## src/rtl/nibble_serial_adder_pkg.sv

```systemverilog
// Shared widths and FSM encodings for the nibble-serial add/subtract unit.
package nibble_serial_adder_pkg;

  localparam int WIDTH    = 16;
  localparam int NIBBLE_W = 4;
  localparam int NIBBLES  = WIDTH / NIBBLE_W;

  typedef enum logic [1:0] {
    ST_IDLE = 2'd0,
    ST_RUN  = 2'd1,
    ST_DONE = 2'd2
  } state_t;

endpackage

```

## src/rtl/nibble_serial_adder_fulladder4.sv

```systemverilog
// 4-bit ripple adder slice used once per clock by the serial sequencer.
module fulladder4 (
  input  logic [3:0] a,
  input  logic [3:0] b,
  input  logic       ci,
  output logic [3:0] s,
  output logic       co
);

  logic [4:0] c;

  // Explicit ripple chain through four single-bit full adders.
  always_comb begin
    c    = '0;
    s    = '0;
    c[0] = ci;
    for (int i = 0; i < 4; i++) begin
      s[i]     = a[i] ^ b[i] ^ c[i];
      c[i + 1] = (a[i] & b[i]) | (c[i] & (a[i] ^ b[i]));
    end
    co = c[4];
  end

endmodule

```

## src/rtl/nibble_serial_adder.sv

```systemverilog
// Multi-cycle add/subtract: one nibble per clock through a single fulladder4,
// LSB nibble first, carry registered between nibbles.
//
// state   | meaning
// --------+---------------------------------------------------------------
// ST_IDLE | waiting for start; result and flags held
// ST_RUN  | one nibble computed per cycle, idx_q selects the slice
// ST_DONE | one-cycle done pulse; a start here begins the next op at once
module nibble_serial_adder
  import nibble_serial_adder_pkg::*;
#(
  parameter int NIBBLES = 4
) (
  input  logic                         clk,
  input  logic                         rst,
  input  logic                         start,
  input  logic [NIBBLE_W*NIBBLES-1:0]  A,
  input  logic [NIBBLE_W*NIBBLES-1:0]  B,
  input  logic                         Cin,
  input  logic                         sub,
  output logic                         busy,
  output logic                         done,
  output logic [NIBBLE_W*NIBBLES-1:0]  SUM,
  output logic                         CO,
  output logic                         Ofl,
  output logic                         Zero
);

  localparam int W     = NIBBLE_W * NIBBLES;
  localparam int IDX_W = (NIBBLES > 1) ? $clog2(NIBBLES) : 1;
  localparam logic [IDX_W-1:0] LAST_IDX = IDX_W'(NIBBLES - 1);

  state_t               state_q, state_d;
  logic [IDX_W-1:0]     idx_q;
  logic [W-1:0]         a_q, beff_q;
  logic                 carry_q;
  logic                 accept, finish;
  logic [NIBBLE_W-1:0]  fa_a, fa_b, fa_s;
  logic                 fa_co;
  logic [W-1:0]         sum_d;
  logic                 ofl_d;

  fulladder4 u_fa (
    .a  (fa_a),
    .b  (fa_b),
    .ci (carry_q),
    .s  (fa_s),
    .co (fa_co)
  );

  // State register.
  always_ff @(posedge clk) begin
    if (rst) state_q <= ST_IDLE;
    else     state_q <= state_d;
  end

  // Next-state decode, status outputs and start acceptance.
  always_comb begin
    state_d = state_q;
    busy    = 1'b0;
    done    = 1'b0;
    accept  = 1'b0;
    case (state_q)
      ST_IDLE: begin
        if (start) begin
          accept  = 1'b1;
          state_d = ST_RUN;
        end
      end
      ST_RUN: begin
        busy = 1'b1;
        if (idx_q == LAST_IDX) state_d = ST_DONE;
      end
      ST_DONE: begin
        done = 1'b1;
        if (start) begin
          accept  = 1'b1;
          state_d = ST_RUN;
        end else begin
          state_d = ST_IDLE;
        end
      end
      default: state_d = ST_IDLE;
    endcase
    finish = busy && (idx_q == LAST_IDX);
  end

  // Nibble mux into the adder and merge of its sum into the full result;
  // overflow looks at the merged result so it is correct on the last nibble.
  always_comb begin
    fa_a  = a_q[NIBBLE_W*idx_q +: NIBBLE_W];
    fa_b  = beff_q[NIBBLE_W*idx_q +: NIBBLE_W];
    sum_d = SUM;
    sum_d[NIBBLE_W*idx_q +: NIBBLE_W] = fa_s;
    ofl_d = (a_q[W-1] == beff_q[W-1]) && (sum_d[W-1] != a_q[W-1]);
  end

  // Operand capture, nibble stepping and flag update on entry to DONE.
  always_ff @(posedge clk) begin
    if (rst) begin
      a_q     <= '0;
      beff_q  <= '0;
      carry_q <= 1'b0;
      idx_q   <= '0;
      SUM     <= '0;
      CO      <= 1'b0;
      Ofl     <= 1'b0;
      Zero    <= 1'b0;
    end else if (accept) begin
      a_q     <= A;
      beff_q  <= sub ? ~B : B;
      carry_q <= sub | Cin;
      idx_q   <= '0;
    end else if (busy) begin
      SUM     <= sum_d;
      carry_q <= fa_co;
      idx_q   <= idx_q + 1'b1;
      if (finish) begin
        CO   <= fa_co;
        Ofl  <= ofl_d;
        Zero <= (sum_d == '0);
      end
    end
  end

endmodule

```

## config.mk

```make
export PLATFORM = sky130hd
export DESIGN_NAME = nibble_serial_adder
export DESIGN_NICKNAME = d
export VERILOG_FILES = /design/src/rtl/nibble_serial_adder_pkg.sv /design/src/rtl/nibble_serial_adder_fulladder4.sv /design/src/rtl/nibble_serial_adder.sv
export SDC_FILE = /design/constraint.sdc
export NUM_CORES = 1
export LEC_CHECK = 0
export CAP_MARGIN = 15
export CELL_PAD_IN_SITES_DETAIL_PLACEMENT = 1
export CELL_PAD_IN_SITES_GLOBAL_PLACEMENT = 2
export CORE_ASPECT_RATIO = 1.25
export CORE_MARGIN = 3
export CORE_UTILIZATION = 31
export CTS_BUF_LIST = sky130_fd_sc_hd__clkbuf_4 sky130_fd_sc_hd__clkbuf_8
export DETAILED_ROUTE_END_ITERATION = 10
export GPL_TIMING_DRIVEN = 0
export PLACE_DENSITY = 0.8
export SYNTH_ARGS = -nofsm -noshare
export SYNTH_HDL_FRONTEND = slang
export SYNTH_SLANG_ARGS = --single-unit
```

## constraint.sdc

```tcl
create_clock -name clk -period 3.9 [get_ports clk]
set_input_delay 0.78 -clock clk [delete_from_list [all_inputs] [get_ports clk]]
set_output_delay 0.78 -clock clk [all_outputs]
set_load 0.03 [all_outputs]
```

==> results of run 1 <==
-- metal layers --
layer	share of wire [%]	up-vias	global-route usage [%]	wire, um
li1	-	1168	-	-
met1	43	1101	18.7	3230
met2	52	45	27.6	3870
met3	3.0	15	2.78	224
met5	0	-	0	0
met4	2.3	0	4.60	169
-- how the worst max path moves through the flow --
stage	to	start	cells past startpoint	slack (ps)
finish	Zero	idx_q[0]	11	260
global route	Zero	idx_q[0]	11	60
CTS	Zero	idx_q[1]	13	100
detailed placement	Zero	idx_q[1]	13	130
global placement	Zero	idx_q[1]	13	170
floorplan	Zero	idx_q[1]	13	610
-- cells by family after synthesis --
group / after synthesis / synth area share, %
xor gates and xnor gates: 17 / 5.48
buffers and inverters: 35 / 5.80
AOI/OAI and AO/OA: 65 / 15.9
DFF: 56 / 41.2
and+or+nand+nor: 109 / 18.9
muxes: 9 / 6.99
adders and majority gates: 10 / 5.71
-- stage by stage --
| step | instances | setup slack (ps) | instance area [um^2] |
|---|---|---|---|
| after floorplan | 301 | 605 | 2720 |
| after global placement | 474 | 165 | 3430 |
| after detailed placement | 474 | 131 | 3430 |
| after CTS | 482 | 96.2 | 3540 |
| after global routing | 482 | 55.9 | 3540 |
| final | 482 | 263 | 3540 |
-- placed cells by master, fill, tap and decap left out, types with 2 or more instances in the layout --
| cell | n |
|---|---|
| o21ai_0 | 3 |
| buf_4 | 4 |
| and2b_1 | 2 |
| mux4_2 | 8 |
| clkbuf_8 | 5 |
| ha_1 | 6 |
| nand3_1 | 2 |
| dfxtp_1 | 56 |
| xnor2_1 | 17 |
| a21oi_1 | 22 |
| inv_1 | 13 |
| nor2_1 | 36 |
| buf_2 | 9 |
| a32oi_1 | 7 |
| nand2_1 | 44 |
| a22oi_1 | 6 |
| nor2b_1 | 2 |
| a211oi_1 | 20 |
| clkdlybuf4s50_1 | 56 |
| clkbuf_1 | 6 |
| nand2b_1 | 2 |
| nor3_1 | 9 |
| fa_1 | 4 |
| o22ai_1 | 3 |
| nand3b_1 | 2 |
-- cells in the mapped netlist (all sizes together) (2+ instances only) --
master / count
dfxtp: 56
nand2: 46
nor2: 36
a21oi: 22
a211oi: 20
xnor2: 17
buf: 14
inv: 14
nor3: 9
mux4: 8
a32oi: 7
clkbuf: 7
a22oi: 6
ha: 6
fa: 4
nand2b: 3
o21ai: 3
o22ai: 3
and2b: 2
nand3: 2
nand3b: 2
nor2b: 2
-- critical path, cell delays in order, from the launching register on --
cell	delay, ps
dfxtp_1	410
buf_4	240
buf_4	250
mux4_2	540
fa_1	420
inv_1	80
fa_1	170
inv_1	60
fa_1	570
or3b_2	490
a211oi_1	210
a31o_1	160
-- sequential cells by signal, indices dropped and copies added, names as in the netlist --
| name | cells |
|---|---|
| idx_q | 2 |
| Zero | 1 |
| a_q | 16 |
| state_q | 2 |
| SUM | 16 |
| beff_q | 16 |
| CO | 1 |
| Ofl | 1 |
| carry_q | 1 |
-- cell type report --
type                       instances  area share (%)
inverter                          14            1.49
multi-input combinational        210            40.7
clock inverter                     3            1.20
timing repair buffer              56            15.8
tap                              117            4.14
clock buffer                       5            1.94
buffer                            21            3.01
sequential                        56            31.7
-- repair_timing --
item,CTS,global route
resized for setup,0,2
hold endpoints to repair,0,0
endpoints found under the setup margin,0,1
-- power by group --
part | total [mW] | switching, mW | internal (mW)
clock | 0.385 | 0.195 | 0.190
sequential | 0.621 | 0.0187 | 0.603
combinational | 0.263 | 0.140 | 0.123
total | 1.27 | 0.353 | 0.916
==> impl_metrics.ini, run 1 <==
[grt]
gr-usage-all-layers_pct = 15.4
grt_max_degree = 18
grt_overflow = 0
grt_pass1_wl_um = 12400
grt_pass1_vias = 2382
antenna_found_initial = 0

[clock_network]
clk_path_buf_depth = 2
ctsHoldBuffers = 0
clk_latency_ps = 310
tritoncts = built
ctsRootBufferMaster = clkbuf_8
cts_sinks = 56
cts_inserted_buffers = 5
clk_pin_slew_worst_paths_ps = 100
postCtsSetupRepairBufs = 0
htree_levels = 2

[yosys]
yosys-top-cells-area = dfxtp_1 41%, mux4_2 6.6%, nand2_1 6.1%, a211oi_1 5.5%, xnor2_1 5.5%
synth_area_um2 = 2720
syn_inst = 301
syn_nets = 348
synth-edff-count = 0
ys_warn_count = 0
ys_async_sr_fraction_pct = 0
ys_seq_elements = 56
synth-main-ff-cell = dfxtp_1
synth_area_per_cell_um2 = 9.03
yosysTopAreaCellShare_pct = 41.2
yosys.area.top_type = dfxtp_1
ys_seq_area_share_pct = 41.2
synth_cell_types = 40

[critical_path]
critPathMaxFanout = 10
worstPathArrival_ps = 3900
r2r_slack_ps = 260
worstSetupPathType = reg2reg
critPathLaunchType = flop
worstSetupEndpointType = flop
r2r-end = Zero
reg2reg_from = idx_q[0]
crit_required_ps = 4160
worstRegToRegCells = 11

[sta]
relSlewSlack_pct = 63.9
clock_skew_ps = 7.37
maxSlewViolCount = 0
worstMarginPinSlew_ps = 541
min_period_ps = 3640
fmax_mhz = 275
hold_viol_final = 0
finalCritPeriodShare_pct = 93.3
rsz0062_at_grt = no
setup_violations = 0
setup_tns_ps = 0
whs_ps = 460

[layout]
area_growth_pct = 30.1
multi_input_area_um2 = 1440
nets = 411
drive_gt1_share_pct = 10.1
n_antenna_cell = 0
post-route-util_pct = 42.2
fillers = 1013
register_area_um2 = 1120

[floorplanning]
initial_utilization_pct = 32.4
top_level_ports = 58
die_y_um = 111
die_x_um = 89.8
rows = 37
core_area_um2 = 8380
die_area_um2 = 9940

[power_and_ir_drop]
power.total_mw = 1.27
power.density_nw_per_um2 = 359
leakagePower_nw = 1.27
irDropWorstVdd_mv = 0.153

[hold_path]
hold_depth = 2
hp-class = reg2reg
min_from = a_q[3]
hold_end = a_q[3]

[placement]
place_hpwl_um = 5810
gp_congestion = 0.835
io_buffers = 56

[detailed_routing]
drc_errors = 0
vias_per_cell = 4.83
drt_iter0_drc = 39
antenna_left = 0
via_count = 2329
dr.pass1.iters = 4
wire_per_inst_um = 15.6
wl_um = 7500

[outcome]
status = finished, final reports clean

[job]
max_cap_violations = 0
(Power assumes the default switching activity.)
==> inputs of run 2 (changes only) <==
- ABC_AREA: unset -> 1
- CORE_MARGIN: 3 -> 4
- CORE_UTILIZATION: 31 -> 29
==> run 2 against run 1 <==
Compared with the run above: clock-buffer cell count did not move; sequential power rose by 5.0%; largest power group unchanged; critical path type unchanged; wire length rose by 15%; via count rose by 21%; first-iteration DRC count rose by 72%; worst hold slack improved by 26 ps; setup slack improved by 80 ps; maximum frequency rose by 2.2%; total power rose by 14%; flip-flop and latch count did not move.
==> impl_metrics.ini, run 2 <==
[outcome]
status = finished, final reports clean

[critical_path]
r2r-end = Ofl
reg2reg_from = idx_q[0]
critPathMaxFanout = 10
worstPathArrival_ps = 3780
worstRegToRegCells = 19
worstSetupPathType = reg2reg
cp-endpoint = Ofl
r2r_slack_ps = 340
critPathLaunchType = flop
crit_required_ps = 4130
worstSetupEndpointType = flop
cp-startpoint = idx_q[0]

[detailed_routing]
drt_iter0_drc = 67
via_count = 2814
drc_errors = 0
wl_um = 8600
vias_per_cell = 4.66
wire_per_inst_um = 14.2
dr.pass1.iters = 4
antenna_left = 0

[layout]
reg_top3 = SUM: 16 flops, a_q: 16 flops, beff_q: 16 flops
drive_gt1_share_pct = 7.74
n_antenna_cell = 0
nets = 524
area_growth_pct = 29.1
fillers = 1274
mostFrequentLayoutCells = 85 x nor2_1, 62 x o21ai_0, 58 x nand2_1
final_common_cell = nor2_1

[yosys]
synth_area_per_cell_um2 = 7.06
syn_nets = 460
ys_seq_elements = 56
synth_common_cells = 85 x nor2_1, 62 x o21ai_0, 58 x nand2_1, 56 x dfxtp_1, 43 x inv_1
yosysTopAreaCellShare_pct = 38.5
ys_async_sr_fraction_pct = 0
synth-edff-count = 0
yosysMostFrequentCell = nor2_1
ys_warn_count = 0
ys_seq_area_share_pct = 38.5
synth_cell_types = 25
synth-main-ff-cell = dfxtp_1
yosys-top-cells-area = dfxtp_1 38%, nor2_1 11%, o21ai_0 11%, nand2_1 7.5%, inv_1 5.5%
synth_area_um2 = 2910
syn_inst = 413
yosys.area.top_type = dfxtp_1

[grt]
grt_overflow = 0
grt_use_met3_pct = 2.50
grt_max_degree = 18
gr-usage-all-layers_pct = 15.4
grt_pass1_wl_um = 14400
grt_use_met2_pct = 29.2
grt_pass1_vias = 2930
grt.met1_usage_pct = 16.7
antenna_found_initial = 0
busiest_layer = met2

[power_and_ir_drop]
leakagePower_nw = 1.65
pwr-share-clk_pct = 27.7
swShare_pct = 32.4
p_sw_uw = 467
power.share.combinational_pct = 27.1
seqPwrFrac_pct = 45.2
power.total_mw = 1.44
p_int_uw = 977
power.density_nw_per_um2 = 384
irDropWorstVdd_mv = 0.142

[job]
max_cap_violations = 0

[sta]
hold_viol_final = 0
relSlewSlack_pct = 67.3
maxSlewViolCount = 0
finalCritPeriodShare_pct = 91.2
rsz0062_at_grt = no
worstMarginPinSlew_ps = 490
setup_tns_ps = 0
clock_skew_ps = 5.41
min_period_ps = 3560
fmax_mhz = 281
setup_violations = 0

[clock_network]
htree_levels = 2
ctsRootBufferMaster = clkbuf_8
clk_pin_slew_worst_paths_ps = 110
cts_sinks = 56
cts_inserted_buffers = 5
clk_latency_ps = 320
tritoncts = built
clk_path_buf_depth = 2

[floorplanning]
rows = 40
die_x_um = 97.7
core_area_um2 = 9710
top_level_ports = 58
initial_utilization_pct = 30.0
die_y_um = 120
die_area_um2 = 11700

[placement]
place_hpwl_um = 6820
gp_congestion = 0.833
io_buffers = 55

[hold_path]
hp-class = reg2reg
==> run 2: changes by cell type after synthesis, moves of 7 or more <==
cell,previous run,this run
a211oi_1,20,1
a32oi_1,7,0
inv_1,13,43
mux4_2,8,0
nand2_1,44,58
nand3_1,2,13
nor2_1,36,85
nor3_1,9,0
o21ai_0,3,62
==> run 2: worst max-delay path: stages (launching register included) <==
cell and delay, ps:
dfxtp_1 360, buf_6 160, buf_6 150, o21ai_0 140
nor2_1 80, a21oi_1 170, fa_1 190, inv_1 50
fa_1 350, inv_1 70, fa_1 160, inv_1 50
fa_1 510, inv_1 50, nor2_1 250, nand3_1 170
o21ai_0 170, o21ai_0 140, o21ai_0 180, inv_1 60
==> run 2: per-stage QoR <==
| step | area [um^2] | std cells | utilization, % | setup slack, ps | hold slack [ps] |
|---|---|---|---|---|---|
| after global routing | 3760 | 604 | 38.7 | 1.75 | 518 |
| after floorplan | 2910 | 413 | - | 747 | 450 |
| after CTS | 3730 | 602 | 38.5 | 33.4 | 489 |
| after global placement | 3620 | 594 | 37.3 | 81.9 | 465 |
| final | 3760 | 604 | 38.7 | 342 | 486 |
| after detailed placement | 3620 | 594 | 37.3 | 40.5 | 472 |
==> run 2: layer usage <==
metal | wire length, um | part of all wire (%)
met4 | 312 | 3.6
met2 | 4440 | 52
met3 | 316 | 3.7
met5 | 0 | 0
met1 | 3530 | 41
==> run 2: area by class of cell <==
class	count	area, um^2	share of cell area (%)
Clock inverter	3	42.5	1.13
Tap cell	126	158	4.19
Inverter	45	175	4.66
Sequential cell	56	1120	29.8
Timing Repair Buffer	59	581	15.4
Multi-Input combinational cell	288	1490	39.5
Buffer	22	129	3.43
Clock buffer	5	68.8	1.83
==> run 2: cells by family (layout without fill, tap and decap cells) <==
group	count (synthesis)	in the layout	synth area share, %
DFF	56	56	38.5
AOI/OAI and AO/OA	102	102	19.1
xor gates and xnor gates	16	16	4.81
adders and majority gates	10	10	5.32
and+or+nand+nor	160	160	21.7
buffers and inverters	69	134	10.6
==> run 2: timing repair <==
action	4_1_cts	5_1_grt
hold buffers	0	0
buffers inserted	0	4
hold endpoints to repair	0	0
resized for setup	0	2
setup endpoints to repair	0	2
==> run 2: worst min path at each step <==
stage	start	to	cells past startpoint	slack, ps
2_1_floorplan	a_q[11]	a_q[11]	2	450
3_3_place_gp	Zero	Zero	2	470
3_5_place_dp	Zero	Zero	2	470
4_1_cts	Zero	Zero	2	490
5_1_grt	Zero	Zero	2	520
6_report	Zero	Zero	2	490
==> run 2: power by group through the flow <==
stage | Combinational [mW] | Sequential (mW) | Clock (mW)
after floorplan | 0.223 | 0.685 | 0
after global placement | 0.390 | 0.665 | 0
after detailed placement | 0.396 | 0.666 | 0
after CTS | 0.398 | 0.653 | 0.410
after global routing | 0.444 | 0.660 | 0.435
final | 0.392 | 0.652 | 0.400
